==> src/rtl/mem_link_port.sv <==
// Link stage behind the memory controller: serialises a 1..9 byte request LSB-first onto
// the TX byte channel, then gathers 0..4 response bytes from RX into a 32-bit word.
module mem_link_port #(
    parameter int unsigned TIMEOUT = 1023
) (
    input  logic        clk_in,
    input  logic        rst_in,
    input  logic        rdy_in,
    input  logic        send_req,
    input  logic [71:0] send_data,
    input  logic [3:0]  send_len,
    input  logic [2:0]  exp_len,
    output logic        send_ready,
    output logic [7:0]  tx_byte,
    output logic        tx_valid,
    input  logic        tx_ready,
    input  logic [7:0]  rx_byte,
    input  logic        rx_valid,
    output logic        recv_valid,
    output logic [31:0] recv_data,
    output logic        recv_err,
    input  logic        recv_ack,
    output logic        rx_overrun
);

    localparam int unsigned TmoW = (TIMEOUT < 2) ? 1 : $clog2(TIMEOUT + 1);

    typedef enum logic [1:0] {StIdle, StSend, StRecv, StHold} state_e;

    state_e            state_q, state_d;
    logic [71:0]       shreg_q, shreg_d;
    logic [3:0]        cnt_q, cnt_d;
    logic [2:0]        exp_q, exp_d;
    logic [2:0]        rcnt_q, rcnt_d;
    logic [TmoW-1:0]   tmo_q, tmo_d;
    logic              send_ready_q, send_ready_d;
    logic              tx_valid_q, tx_valid_d;
    logic              recv_valid_q, recv_valid_d;
    logic [31:0]       recv_data_q, recv_data_d;
    logic              recv_err_q, recv_err_d;
    logic              overrun_q, overrun_d;

    always_comb begin
        state_d      = state_q;
        shreg_d      = shreg_q;
        cnt_d        = cnt_q;
        exp_d        = exp_q;
        rcnt_d       = rcnt_q;
        tmo_d        = tmo_q;
        send_ready_d = send_ready_q;
        tx_valid_d   = tx_valid_q;
        recv_valid_d = recv_valid_q;
        recv_data_d  = recv_data_q;
        recv_err_d   = recv_err_q;
        // Any RX byte that cannot be captured this cycle is lost for good.
        overrun_d    = overrun_q | (rx_valid & (~rdy_in | (state_q != StRecv)));

        if (rdy_in) begin
            unique case (state_q)
                StIdle: begin
                    if (send_req && (send_len != 4'd0)) begin
                        shreg_d      = send_data;
                        cnt_d        = (send_len > 4'd9) ? 4'd9 : send_len;
                        exp_d        = (exp_len > 3'd4) ? 3'd4 : exp_len;
                        rcnt_d       = 3'd0;
                        tmo_d        = '0;
                        recv_data_d  = 32'd0;
                        recv_err_d   = 1'b0;
                        tx_valid_d   = 1'b1;
                        send_ready_d = 1'b0;
                        state_d      = StSend;
                    end
                end
                StSend: begin
                    if (tx_ready) begin
                        shreg_d = shreg_q >> 8;
                        cnt_d   = cnt_q - 4'd1;
                        if (cnt_q == 4'd1) begin
                            tx_valid_d = 1'b0;
                            if (exp_q == 3'd0) begin
                                send_ready_d = 1'b1;
                                state_d      = StIdle;
                            end else begin
                                state_d = StRecv;
                            end
                        end
                    end
                end
                StRecv: begin
                    if (rx_valid) begin
                        for (int i = 0; i < 4; i++) begin
                            if (rcnt_q == 3'(i)) begin
                                recv_data_d[8*i +: 8] = rx_byte;
                            end
                        end
                        rcnt_d = rcnt_q + 3'd1;
                        tmo_d  = '0;
                        if (rcnt_q + 3'd1 == exp_q) begin
                            recv_valid_d = 1'b1;
                            recv_err_d   = 1'b0;
                            state_d      = StHold;
                        end
                    end else if (TIMEOUT != 0) begin
                        tmo_d = tmo_q + TmoW'(1);
                        if (tmo_q + TmoW'(1) == TmoW'(TIMEOUT)) begin
                            recv_valid_d = 1'b1;
                            recv_err_d   = 1'b1;
                            state_d      = StHold;
                        end
                    end
                end
                StHold: begin
                    if (recv_ack) begin
                        recv_valid_d = 1'b0;
                        send_ready_d = 1'b1;
                        state_d      = StIdle;
                    end
                end
                default: state_d = StIdle;
            endcase
        end
    end

    always_ff @(posedge clk_in or posedge rst_in) begin
        if (rst_in) begin
            state_q      <= StIdle;
            shreg_q      <= 72'd0;
            cnt_q        <= 4'd0;
            exp_q        <= 3'd0;
            rcnt_q       <= 3'd0;
            tmo_q        <= '0;
            send_ready_q <= 1'b1;
            tx_valid_q   <= 1'b0;
            recv_valid_q <= 1'b0;
            recv_data_q  <= 32'd0;
            recv_err_q   <= 1'b0;
            overrun_q    <= 1'b0;
        end else begin
            state_q      <= state_d;
            shreg_q      <= shreg_d;
            cnt_q        <= cnt_d;
            exp_q        <= exp_d;
            rcnt_q       <= rcnt_d;
            tmo_q        <= tmo_d;
            send_ready_q <= send_ready_d;
            tx_valid_q   <= tx_valid_d;
            recv_valid_q <= recv_valid_d;
            recv_data_q  <= recv_data_d;
            recv_err_q   <= recv_err_d;
            overrun_q    <= overrun_d;
        end
    end

    assign send_ready = send_ready_q;
    assign tx_byte    = shreg_q[7:0];
    assign tx_valid   = tx_valid_q;
    assign recv_valid = recv_valid_q;
    assign recv_data  = recv_data_q;
    assign recv_err   = recv_err_q;
    assign rx_overrun = overrun_q;

endmodule

==> config.mk <==
export PLATFORM = sky130hd
export DESIGN_NAME = mem_link_port
export DESIGN_NICKNAME = d
export VERILOG_FILES = /design/src/rtl/mem_link_port.sv
export SDC_FILE = /design/constraint.sdc
export NUM_CORES = 1
export LEC_CHECK = 0
export ABC_AREA = 1
export BUFFER_PORTS_ARGS = -buffer_cell sky130_fd_sc_hd__buf_2
export CORE_MARGIN = 2
export CORE_UTILIZATION = 31
export DETAILED_ROUTE_END_ITERATION = 8
export PLACE_DENSITY_LB_ADDON = 0.25
export REMOVE_ABC_BUFFERS = 1
export SYNTH_ARGS = -nofsm -noshare
export SYNTH_HDL_FRONTEND = slang
export SYNTH_SLANG_ARGS = --single-unit
==> constraint.sdc <==
create_clock -name clk_in -period 6.2 [get_ports clk_in]
set_clock_uncertainty 0.2 [all_clocks]
set_input_delay 0.93 -clock clk_in [delete_from_list [all_inputs] [get_ports clk_in]]
set_output_delay 0.93 -clock clk_in [all_outputs]
set_load 0.03 [all_outputs]
# Word-level counts from Yosys, hierarchy flattened
# Cells that the tools add are included.
[totals]
ff_bits = 131
input_bits = 94
output_inout_bits = 45
elab_cells = 116
[op_classes]
addsub = 3
order_cmp = 2
n_eq_ne = 22
n_mux = 48
bitwise = 4
n_reduce_logical = 22
[op_table]
columns = ["operator", "count"]
rows = [
  ["$mux W72", 2],
  ["$pmux W72 S2", 1],
  ["$mux W32", 2],
  ["$pmux W32 S2", 1],
  ["$reduce_and A5 Y1", 7],
  ["$mux W8", 4],
  ["$ne A2 B2 Y1 const B", 11],
  ["$mux W10", 2],
  ["$pmux W10 S2", 1],
  ["$mux W2", 8],
  ["$mux W1", 14],
  ["$reduce_and A7 Y1", 2],
  ["$mux W4", 3],
  ["$add A10 B1 Y10 const B", 1],
  ["$eq A10 B10 Y1 const B", 1],
  ["$mux W3", 3],
  ["$pmux W2 S4", 1],
  ["$pmux W4 S2", 1],
  ["$reduce_and A4 Y1", 2],
  ["$eq A3 B2 Y1 const B", 2],
  ["$logic_not A3 Y1", 2],
  ["$ne A3 B3 Y1 const B", 2],
  ["$pmux W1 S2", 3],
  ["$pmux W3 S2", 1],
  ["19 further kinds", 24],
]

# Depth between registers and ports, before layout
# Gate-level depths: netlist of the first run.
[logic_depth]
ltp_word = 5
ltp_mapped = 12
mapped_depth_nobuf = 12

# Worst setup path after synthesis of the first run
# Ideal clock, no wire load.
[synth_timing]
path_kind = "input to register"
from = "input port send_len[3]"
to = "register recv_data_q[24], in the netlist recv_data[24]"
setup_time_ps = 126
arrival_time_ps = 2039
required_ps = 5874
slack_ps = 3835
path_stages = 9
n_path_buf = 1
path_cell_list = "inv_1 > nand3_1 > nand2_1 > nand2_1 > nand3_4 > a21oi_4 > o21a_2 > buf_4 > o21ai_0"
[synth_via]
elab_chain_cells = 4
[synth_lines]
columns = ["item", "line", "source"]
rows = [
  ["from (decl)", "11", "input logic [3:0] send_len,"],
  ["$reduce_bool A4 Y1", "61", "if (send_req && (send_len != 4'd0)) begin"],
  ["$logic_and A1 B1 Y1", "61", ""],
  ["$ne A2 B2 Y1 (no source line)", "-", ""],
  ["$reduce_and A5 Y1 (no source line)", "-", ""],
  ["to (signal assigned)", "148", "recv_data_q <= recv_data_d;"],
  ["to (decl)", "39", "logic [31:0] recv_data_q, recv_data_d;"],
]
# No other way between the ends.
# A chain may end at the register's enable or synchronous reset.

# Worst setup path in the final report of the first run
[layout_timing]
from = "register state_q[0]"
to = "register cnt_q[0]"
[layout_via]
elab_chain_cells = 3
elab_cells_between_ends = 7
cone_classes = "3 x eq/ne; 1 x mux; 3 x reduce/logical"
[layout_lines]
columns = ["item", "line", "source"]
rows = [
  ["from (decl)", "30", "state_e state_q, state_d;"],
  ["from (signal assigned)", "126", "state_q <= StIdle;"],
  ["from (signal assigned)", "139", "state_q <= state_d;"],
  ["$eq A2 B1 Y1 or $logic_not A2 Y1 (tied branches)", "59", "unique case (state_q)"],
  ["$ne A2 B2 Y1 (no source line) or $reduce_bool A2 Y1 (tied branches)", "-", ""],
  ["$reduce_and A4 Y1 (no source line)", "-", ""],
  ["to (signal assigned)", "141", "cnt_q <= cnt_d;"],
  ["to (decl)", "32", "logic [3:0] cnt_q, cnt_d;"],
]
# Parallel ways exist; a longest one is shown, timed or not.

==> run summary, run 1 <==
In the layout the commonest cells are nand2_1 (211), buf_2 (138), dfrtp_1 (130), inv_1 (82). STA classifies the critical path endpoint as a flop. The number of non-filler instances in the completed layout came out at roughly 1200. The hold-fix buffer count after cts is 0. 139 I/O pins were placed.

The fraction of the mapped netlist area in simple logic gates is 21.5%. The filler cell count in the final layout came out at 2134. Of the total power, the share spent switching nets is 42.2%. The count of final max-slew check failures came out at 0. The path with the worst hold slack has its endpoint at rx_overrun$_DFF_PP0_. Measured against its own limit, the worst slew margin works out to 25.9%. In this run the critical register-to-register path is launched from state_q[0]$_DFFE_PP0P_. Summing all non-filler instances in the final layout gives an area of 0.00763 mm2. The placed wire-length estimate is 9670 um.

The portion of total power attributed to the clock network is 23.6%. The synthesized design contains 0 enable-type register cells. TritonCTS built the clock tree. The wire length of the first global-routing pass came out at 24600 um. After the last flow step, the layout net total stands at 974. At the pin with the least slew margin, the transition time is 1.11 ns. The power share of the combinational group came out at 40.0%. The total of endpoints with negative setup slack in the final report came out at 0.

The number of I/O port buffers is 138. The largest single stage delay on the critical path is roughly 0.9 ns. Of the total synthesized cell area, the portion taken by XOR and XNOR cells is less than 1%.

The internal power consumption came out at 2.28 mW. The analysis attributes to cell leakage a power of ~3.6 nW. The die footprint came out at 0.0214 mm2. The worst-skew pair later-pin latency came out at 0.41 ns. The data arrival time at the worst-slack endpoint is 3.53 ns. The initial standard-cell utilization of the core came out at between 30% and 40%. Walking the worst path, the cells encountered are inv_2, nor2_4, inv_2, or2_4, nand4_4, inv_4, o211ai_1, o21ai_0. The placement row count is 52.

The proportion of synthesized area in mux cells is 0%. The initial antenna violation count came out at 1. The via count of the first global-routing pass came out at around 4800.

In the final timing run, aggregate negative setup slack is 0 ns. The sequential share of power came out at 36.4%. The count of nets left with antenna violations after detail routing is 0.

The vertical die dimension is 146 um. The worst-case reg-to-reg path depth is 8. The total wirelength of the detailed-routed design came out at around 15000 um. The top achievable clock speed is 0.293 GHz. The Yosys step of the flow raised 0 warnings. The area growth from synthesis to layout came out at 21.4%.

The number of library cell types mapped by synthesis came out at 36. Among the stages of the critical path, the cell type that occurs most often is inv_2. The worst hold-check path type is flop to flop. The cell area reported after detailed placement came out at 0.00708 mm2. The H-tree was split into 4 levels. The proportion of synthesized chip area in sequential cells is 52.2%. After detailed routing, the number of remaining DRC violations is 0.

The max capacitance violation total is 0. The number of hold violations in the final report is 0. The cell depth of the worst min-delay path is 1.

The placeable core region is 0.0200 mm2. The worst-case register-to-register setup slack is 2.79 ns. The highest net fanout along the worst path is 126.

The post-layout worst setup margin is approximately 2.8 ns. Once placement completed, the tool counted placed cells totaling 1122. The total via count in the routed design is 5043. The synthesized cell area came out at 0.00628 mm2. The share of final-layout standard cells stronger than drive strength 1 came out at 21.3%. The cell area power density is roughly 520 mW/mm2. Leaving out fill and tap cells, the most frequent cell in the layout is nand2_1. The remaining global-route overflow is 0. The critical path is of the flop to flop type. The initial DRC count is 262. The number of setup buffers added after CTS came out at 0. Setup repair after global routing left no endpoint under its margin. The gate count of the mapped netlist is 757.

The placement-stage worst setup slack is 2.68 ns. The final critical path time including I/O delays and setup came out at 3.41 ns. The adder-cell share of the synthesized area came out at 1.79%. The die is about 150 um wide. The clock passes through at most 2 buffers.

The hold slack is 0.265 ns. The post-cts repair resize count is 0. The TritonCTS sink count came out at 131. The compound-gate portion of the synthesized area is between 10 and 15%.

For this run, the leading register cell type out of synthesis is dfrtp_1. The post-synthesis sequential element count is approximately 130. The slowest stage of the critical path belongs to the cell inv_4. Entering global routing, the biggest net connects around 130 pins. The main combinational cell family by area after synthesis is simple AND/OR/NAND/NOR gates. The worst flop-to-flop path endpoint is cnt_q[0]$_DFFE_PP0P_. The share of flip-flops with an asynchronous set or reset after synthesis is between 90% and 100%. The number of buffers inserted during clock tree synthesis came out at 17. Before antenna repair, the detailed router went through 4 iterations. The congestion estimate from routability-driven global placement came to 0.779. The clock slew seen by the registers of the worst setup and hold paths is 0.06 ns. Dividing the detail-routed wire length by the instance count gives 12.8 um. The net switching power is 1.67 mW. The average footprint of a synthesized cell is 8.30 um2.

Dividing the final minimum period by the clock period gives between 50% and 60%. The worst hold path startpoint is rx_overrun$_DFF_PP0_. The required time reported for the critical path endpoint came out at 6.32 ns. The average via count per standard cell came out at 4.37. The clock tree root driver cell is clkbuf_16. The total track usage came out at approximately 14%.

The run finished with clean final reports. VDD sags by at most 155 uV. The worst setup path is launched from a flop.
## cell type report
type | count | area [um2] | area share [%]
tap | 270 | 338 | 4.43
inverter | 87 | 337 | 4.41
timing repair buffer | 140 | 706 | 9.25
sequential | 131 | 3280 | 43.0
antenna | 1 | 2.50 | 0.0328
multi-input combinational | 494 | 2420 | 31.8
clock inverter | 13 | 113 | 1.48
clock buffer | 18 | 429 | 5.63
## synth_stat cells, types with 5 or more instances
library cell,instances,share of area (%)
o21ai_1,7,0.56
dfrtp_1,130,52
nand2_1,211,13
o21ai_0,72,5.7
inv_1,83,5.0
nand3_1,22,1.8
o211ai_1,10,1.2
buf_2,7,0.56
a31oi_1,49,4.9
a21oi_1,7,0.56
buf_6,5,0.90
o22ai_1,6,0.60
nor2_1,72,4.3
clkbuf_1,22,1.3
buf_4,10,1.2
ha_1,9,1.8
## sequential cells by signal (all words and copies together) (netlist names), named ones only
name and cells:
shreg_q 72, rcnt_q 3, tmo_q 10, exp_q 3, recv_valid 1, tx_valid 1
rx_overrun 1, recv_data 32, recv_err 1, state_q 1, cnt_q 4, send_ready 1
## metal layers
layer / vias up / track usage [%] / part of all wire (%)
met3: 11 / 4.09 / 4.6
met5: - / 0 / 0
met4: 0 / 4.66 / 1.2
met2: 92 / 21.9 / 45
li1: 2684 / - / -
met1: 2256 / 19.7 / 49
## worst max path at each step
stage / from / end / slack (ns) / cells after the start
2_1_floorplan: rst_in / async pin / 1.57 / 1
3_3_place_gp: state_q[0]$_DFFE_PP0P_ / shreg_q[58]$_DFFE_PP0P_ / 2.73 / 8
3_5_place_dp: state_q[0]$_DFFE_PP0P_ / cnt_q[0]$_DFFE_PP0P_ / 2.68 / 8
4_1_cts: state_q[0]$_DFFE_PP0P_ / cnt_q[0]$_DFFE_PP0P_ / 2.68 / 8
5_1_grt: state_q[0]$_DFFE_PP0P_ / shreg_q[14]$_DFFE_PP0P_ / 2.36 / 8
6_report: state_q[0]$_DFFE_PP0P_ / cnt_q[0]$_DFFE_PP0P_ / 2.79 / 8
## power by group through the flow
stage / registers [mW] / clock network (mW) / logic, mW
6_report: 1.44 / 0.932 / 1.58
5_1_grt: 1.49 / 1.00 / 1.79
4_1_cts: 1.44 / 0.962 / 1.61
3_5_place_dp: 1.45 / 0 / 1.60
3_3_place_gp: 1.45 / 0 / 1.58
2_1_floorplan: 1.70 / 0 / 0.892
## worst max-delay path, delay by kind of cell, from the launching register on
kind	cells	cell delay, ns
buffers and inverters	3	1.73
and+or+nand+nor	3	0.61
DFF	1	0.46
AOI/OAI and AO/OA	2	0.29
## cells by family after synthesis
logic type | count (synthesis)
xor gates and xnor gates | 6
DFF | 131
AOI/OAI and AO/OA | 157
and+or+nand+nor | 322
adders and majority gates | 9
buffers and inverters | 132
## per-stage QoR
| stage | util (%) | total power, mW |
|---|---|---|
| floorplan | - | 2.60 |
| global placement | 35.3 | 3.03 |
| detailed placement | 35.3 | 3.06 |
| CTS | 38.0 | 4.01 |
| global route | 38.1 | 4.29 |
| finish | 38.1 | 3.94 |
Note: power is estimated with default switching activity, not from simulation.
==> inputs of run 2 (changes only) <==
ABC_AREA = 0   (was 1)
clock period = 3.2 ns   (was 6.2 ns; I/O delays follow)
==> run summary, run 2 <==
The flow ran to the end, and the final reports show no timing, DRC or antenna violations. Dividing the detail-routed wire length by the instance count gives 14.7 um. The compound-gate portion of the synthesized area came out at roughly 14%.

The cell area reported after detailed placement is between 0.007 and 0.008 mm2. The number of nets in the finished design came out at 878. The worst-skew pair later-pin latency came out at 0.41 ns. The initial standard-cell utilization of the core came out at 31.7%. The top achievable clock speed came out at 0.411 GHz.

The worst setup path is launched from a flop. The placeable core region came out at 0.0195 mm2. Summing all multi-input logic gate instances after layout gives 0.00265 mm2. The first global-routing pass estimated 26200 um of wire. Clock-pin slew was measured on the worst setup and hold paths at about 0.060 ns.

After synthesis, the cell types taking the most area are dfrtp_1 (52%), nand2_1 (9.5%), a31oi_1 (6.9%). Entering global routing, the biggest net connects 132 pins. Setup violations remaining at the end of the flow were counted as 0. STA puts the critical path data arrival time at 2.52 ns. The highest net fanout along the worst path came out at 6.

The number of flip-flops under the largest register name came out at 72. Counting the buffers created by CTS gives 17. The remaining global-route overflow came out at 0. The number of library cell types mapped by synthesis came out at between 50 and 60.

The TritonCTS sink count came out at between 100 and 150. Leaving out fill and tap cells, the most frequent cells in the layout are nand2_1 (156), buf_2 (138), dfrtp_1 (130), nor2_1 (75), a31oi_1 (68). After detailed routing, the number of remaining DRC violations is 0. The commonest non-fill, non-tap cell in the layout is nand2_1. The adder-cell share of the synthesized area came out at 1.82%. Setup repair after global routing left no endpoint under its margin.

After synthesis, the most frequently instantiated cells are nand2_1 (157), dfrtp_1 (130), nor2_1 (76), a31oi_1 (68), mux2_2 (32). The leakage dissipation is 3.70 nW. Summing all flip-flop and latch instances after layout gives 0.00328 mm2.

The number of cells after detailed placement is 1020. The total via count in the routed design came out at 5063. The element type at the critical path end is a flop. The average via count per standard cell came out at about 4.8. The x dimension of the die is ~150 um. In the synthesized netlist the async set-or-reset flop fraction comes to 100%. The filler cell count in the final layout came out at 2031. The category of the critical setup timing path is flop to flop. The via count of the first global-routing pass is 5119. The count of final max-slew check failures is 0. The max capacitance violation total came out at 0. Across the VDD grid, the largest voltage drop is between 300 and 400 uV. The post-synthesis sequential element count came out at 131. The routed design could run at a clock period as short as ~2.4 ns. The proportion of synthesized area in mux cells came out at under 10%. The initial antenna violation count is 3. The placed wire-length estimate came out at 10200 um.

Summing all non-filler instances in the final layout gives an area of roughly 0.0078 mm2. The number of top-level pins came out at 139. In this run the tool buffered the top-level ports with 138 buffer cells. The vertical die dimension is between 100 and 150 um. Gates resized during post-CTS repair numbered 0. Summing the areas of all and, or, nand and nor instances in the mapped netlist gives 19.0% of the synthesized area.

The required time reported for the critical path endpoint came out at 3.29 ns. The tightest slew margin relative to the limit came out at 57.6%. Synthesis produced 654 cells. Of the synthesized area, sequential elements account for 52.9%.

The initial DRC count is 220. After synthesis, the largest family of logic cells by area is simple AND/OR/NAND/NOR gates. The synthesized cell area is 0.00620 mm2. The floorplan step defined a die boundary enclosing 0.0211 mm2. Global routing used 15.3% of the available tracks across all layers.

The synthesized netlist devotes less than 1% of its cell area to XOR and XNOR gates. The total wirelength of the detailed-routed design is 15500 um. The synthesized design spends more area on one cell type than any other, namely dfrtp_1. The initialized floorplan defines 51 standard-cell rows. Among all flip-flop cells after synthesis, the most frequent one is dfrtp_1. shreg_q holds more flip-flops than any other register. The most common cell in the netlist is nand2_1.

The average footprint of a synthesized cell is 9.48 um2. Counting flops with a built-in enable in the synthesized netlist gives 0. At the pin with the least slew margin, the transition time is 0.636 ns. The placer congestion estimate is 0.756.

The CTS tree is yes. The worst hold path belongs to the class input port to flop. The sum of internal, switching and leakage power came out at 6.50 mW. The first detailed-routing pass ran for 4 iterations. Relative to the synthesized area, the layout overhead comes to 25.5%. The number of non-filler instances in the completed layout is 1054. The longest clock path from root to sink contains 2 buffers. The number of warning messages in the yosys log is 0. The cell area power density is ~840 mW/mm2. Summed over all failing endpoints, the final setup total negative slack is 0 ns. The H-tree depth is 4. The fraction of post-synthesis cell area in the top cell type by area came out at 52.5%.

The share of final-layout standard cells stronger than drive strength 1 came out at 28.5%. The root buffer cell chosen for the clock tree is clkbuf_16. In the finished design, the share of the clock period the worst path needs comes to 76.1%. The number of hold violations in the final report came out at 0. The detail route stage leaves a number of antenna-violating nets equal to 0.
## run 2: cell types whose count changed after synthesis, moves of 8 or more
cell	change
mux2_2	+32
o21ai_0	-50
nand2_1	-54
nand3_1	-19
buf_2	+10
a22o_1	+9
o211ai_1	-8
a31oi_1	+19
inv_1	-72
and2_1	+8
## run 2: metrics by stage
step | hold WS [ns] | setup WS (ns) | utilization, %
after floorplan | 0.272 | -2.01 | -
after global placement | 0.245 | 0.701 | 36.5
after detailed placement | 0.247 | 0.683 | 36.5
after CTS | 0.0611 | 0.798 | 39.8
after global routing | 0.0679 | 0.607 | 39.8
final | 0.0831 | 0.766 | 39.8
## run 2: where the power goes
part	leakage [nW]	total, mW	switching [mW]	internal [mW]
clock network	0.302	2.13	0.715	1.42
registers	1.60	2.46	0.302	2.15
logic	1.79	1.91	1.18	0.727
total	3.70	6.50	2.20	4.30
## run 2: area by class of cell
cell class | count | area share [%]
diodes | 2 | 0.0644
clock buffers | 22 | 5.97
clock inverters | 9 | 2.29
inverters | 12 | 0.660
multi-input cells | 463 | 34.0
flip-flops and latches | 131 | 42.2
well taps | 265 | 4.26
repair buffers | 150 | 10.6
## run 2: critical path, cell delays in order (launching register included)
cell and delay, ns:
dfrtp_1 0.43, ha_1 0.22, ha_1 0.30, xnor2_1 0.14, o311ai_0 0.56, a41oi_1 0.19
a41oi_1 0.21, a21oi_1 0.06
## run 2: worst paths after layout
| path | start | to | slack, ns | depth (start not counted) |
|---|---|---|---|---|
| max | rcnt_q[0]$_DFFE_PP0P_ | recv_valid$_DFFE_PP0P_ | 0.77 | 7 |
| min | send_data[71] | shreg_q[71]$_DFFE_PP0P_ | 0.08 | 2 |
| max reg2reg | rcnt_q[0]$_DFFE_PP0P_ | recv_valid$_DFFE_PP0P_ | 0.77 | 7 |
| min reg2reg | rx_overrun$_DFF_PP0_ | rx_overrun$_DFF_PP0_ | 0.26 | 1 |
| max in group asynchronous | rst_in | send_ready$_DFFE_PP1P_ | 1.55 | 4 |
| min in group asynchronous | rst_in | shreg_q[23]$_DFFE_PP0P_ | 0.46 | 3 |
## run 2: repair_timing
| action | 4_1_cts | 5_1_grt |
|---|---|---|
| buffers inserted | 0 | 0 |
| hold endpoints to repair | 53 | 0 |
| hold buffers | 1 | 0 |
## run 2: cells by family after synthesis
| family | Yosys count |
|---|---|
| multiplexers | 34 |
| buffers and inverters | 60 |
| AND/OR/NAND/NOR | 278 |
| adder cells (fa/ha/maj) | 9 |
| AO/OA/AOI/OAI | 136 |
| XOR/XNOR | 6 |
| flip-flops | 131 |
## run 2: routing by layer
layer,share of wire [%],vias up,routed length (um),GRT usage (%)
li1,-,2497,-,-
met1,48,2407,7390,20.3
met2,44,144,6830,23.9
met3,7.4,13,1140,5.42
met4,0.75,2,116,4.22
met5,0.084,-,13,0
==> inputs of run 3 (changes only) <==
clock period = 2.2 ns   (was 3.2 ns; I/O delays follow)
==> run summary, run 3 (synthesis gave the netlist of run 2 again) <==
The die footprint came out at 0.0211 mm2. The flow ran to the end, and the final reports show no timing, DRC or antenna violations. In this run the vertical extent of the chip is 145 um. STA classifies the critical path endpoint as a flop. The average via count per standard cell is 4.71. The net switching power is about 3.2 mW. The worst hold path startpoint is rx_valid. The leakage dissipation came out at 4.16 nW. The internal power consumption came out at roughly 6 mW. The hold-critical path endpoint is rx_overrun$_DFF_PP0_. The x dimension of the die is 145 um. The top achievable clock speed is 0.477 GHz.

The remaining global-route overflow came out at 0. The placed wire-length estimate is 11000 um. The flip-flop and latch area came out at ~0.0033 mm2. CTS saw 131 sinks. The tightest slew margin relative to the limit is 61.6%. The detailed-route DRC error count came out at 0. The max capacitance violation total came out at 0. Setup repair after global routing left no endpoint under its margin.

The cell area power density is 1060 mW/mm2. The first detailed-routing pass ran for 4 iterations. In this run the clock root is driven by a clkbuf_16. The net count of the finished layout is ~990.

The sum of internal, switching and leakage power came out at 9.35 mW. The area growth from synthesis to layout is 41.8%. The worst-margin pin slew is 0.576 ns.

In this run the cell area measured after placement is 0.00741 mm2. The maximum clock insertion buffer count came out at 2. The worst hold path belongs to the class input port to flop.

The final critical path time including I/O delays and setup is 2.10 ns. The worst-case reg-to-reg path depth is 9. The initial antenna violation count came out at 0. In the final routed layout, each cell accounts on average for 14.4 um. The total inserted antenna cells came out at 0. In the final layout, the multi-input gates occupy 0.00267 mm2. The clock slew seen by the registers of the worst setup and hold paths is roughly 0.060 ns. With fillers left out, the area of the finished cells amounts to between 0.008 and 0.009 mm2. The initial standard-cell utilization of the core came out at 31.7%. Clock latency on the worst-skew pair, taken at its later pin, is 0.41 ns. The number of I/O port buffers came out at 138.

The number of hold violations in the final report is 0. The via count of the first global-routing pass is around 5500. The worst register-to-register path ends at recv_valid$_DFFE_PP0P_. STA puts the critical path data required time at 2.29 ns. The count of nets left with antenna violations after detail routing came out at 0. In this run the critical register-to-register path is launched from rcnt_q[0]$_DFFE_PP0P_. The placeable core region is 0.0195 mm2. Registers are responsible for 37.8% of the overall power. Cells with a size suffix above 1 make up 29.7% of the layout. The number of top-level pins came out at 139.

Net switching is a little over a third of the power. The H-tree depth is 4. TritonCTS built the clock tree.

The data arrival time at the worst-slack endpoint came out at 2.19 ns. Leaving out fill and tap cells, the most frequent cells in the layout are nand2_1 (156), buf_2 (138), dfrtp_1 (127), dlygate4sd3_1 (76), nor2_1 (75). The final layout contains routed wiring with a total length of 16700 um. The total track usage came out at 16.4%. The worst-case register-to-register setup slack is a little over 0.1 ns.

Counting flops per register, the top entry is shreg_q. STA classifies the critical path startpoint as a flop. Counting the buffers created by CTS gives 17.

The count of final max-slew check failures is 0. Across all layers, the routed design uses 5456 vias. The power share of the combinational group came out at 33.3%. The largest net degree at the start of global routing came out at approximately 50. The worst-case IR drop observed on VDD is 692 uV. The library cell used most frequently in the layout, excluding fill and tap cells, is nand2_1.

The highest net fanout along the worst path came out at 5. In this run the core area contains 51 standard-cell rows. The critical path is of the flop to flop type. The cell depth of the worst min-delay path came out at 2. The register with the most flip-flops in the layout has 72 of them. The filler cell count in the final layout is between 1500 and 2000. The detailed router finished its first iteration with 255 violations. The clock network accounts for approximately 29% of the total power.

The placer congestion estimate is 0.772. The ratio of final minimum period to clock period came out at 95.3%. The first global-routing pass estimated 28400 um of wire. The total of endpoints with negative setup slack in the final report came out at 0.
==> run 3: cell type report <==
class                   instances  area share, %
flip-flops and latches        131           37.4
multi-input cells             463           30.4
repair buffers                258           21.6
clock buffers                  19           5.04
well taps                     265           3.77
clock inverters                10           1.28
inverters                      12          0.584
==> run 3: worst max-delay path by stage <==
stage / startpoint / end / slack (ns) / depth (start not counted)
2_1_floorplan: state_q[0]$_DFFE_PP0P_ / cnt_q[3]$_DFFE_PP0P_ / -3.01 / 5
3_3_place_gp: send_len[0] / shreg_q[11]$_DFFE_PP0P_ / -0.09 / 7
3_5_place_dp: send_len[0] / shreg_q[43]$_DFFE_PP0P_ / -0.13 / 7
4_1_cts: tmo_q[0]$_DFFE_PP0P_ / state_q[0]$_DFFE_PP0P_ / 0.02 / 6
5_1_grt: tmo_q[0]$_DFFE_PP0P_ / state_q[0]$_DFFE_PP0P_ / 0.001 / 6
6_report: rcnt_q[0]$_DFFE_PP0P_ / recv_valid$_DFFE_PP0P_ / 0.10 / 9
==> run 3: through the flow <==
stage	hold WS [ns]	std cells	setup TNS (ns)	util [%]	worst slack [ns]
6_report	0.0384	1158	0	45.0	0.102
3_5_place_dp	0.194	1051	-3.78	38.0	-0.125
4_1_cts	0.0203	1158	0	44.8	0.0164
5_1_grt	0.0283	1158	0	45.0	0.000990
3_3_place_gp	0.189	1051	-2.29	38.0	-0.0930
2_1_floorplan	0.235	606	-435.02	-	-3.01
==> run 3: metal layers <==
| metal | track usage [%] | up-vias | routed length (um) |
|---|---|---|---|
| li1 | - | 2711 | - |
| met1 | 22.3 | 2587 | 7970 |
| met2 | 26.5 | 147 | 7590 |
| met3 | 4.58 | 11 | 1010 |
| met4 | 3.24 | 0 | 130 |
| met5 | 0 | - | 0 |
==> run 3: power groups by stage <==
stage	Clock [mW]	Combinational [mW]	Sequential, mW
final	2.70	3.11	3.54
after global routing	2.88	3.55	3.65
after CTS	2.77	3.17	3.54
after detailed placement	0	3.03	3.59
after global placement	0	2.99	3.57
after floorplan	0	1.88	3.72
==> run 3: timing repair <==
item	CTS	global route
hold endpoints to repair	113	0
gates resized for setup	1	8
pin swaps	1	1
setup endpoints to repair	9	3
buffers inserted	2	0
hold buffers	76	0
==> run 3: worst max-delay path, cell delays in order, from the launching register on <==
cell      delay [ns]
dfrtp_1         0.38
buf_4           0.16
inv_2           0.08
ha_4            0.21
xor2_1          0.14
o311ai_1        0.27
buf_4           0.17
a41oi_1         0.12
a41oi_1         0.18
a21oi_1         0.06
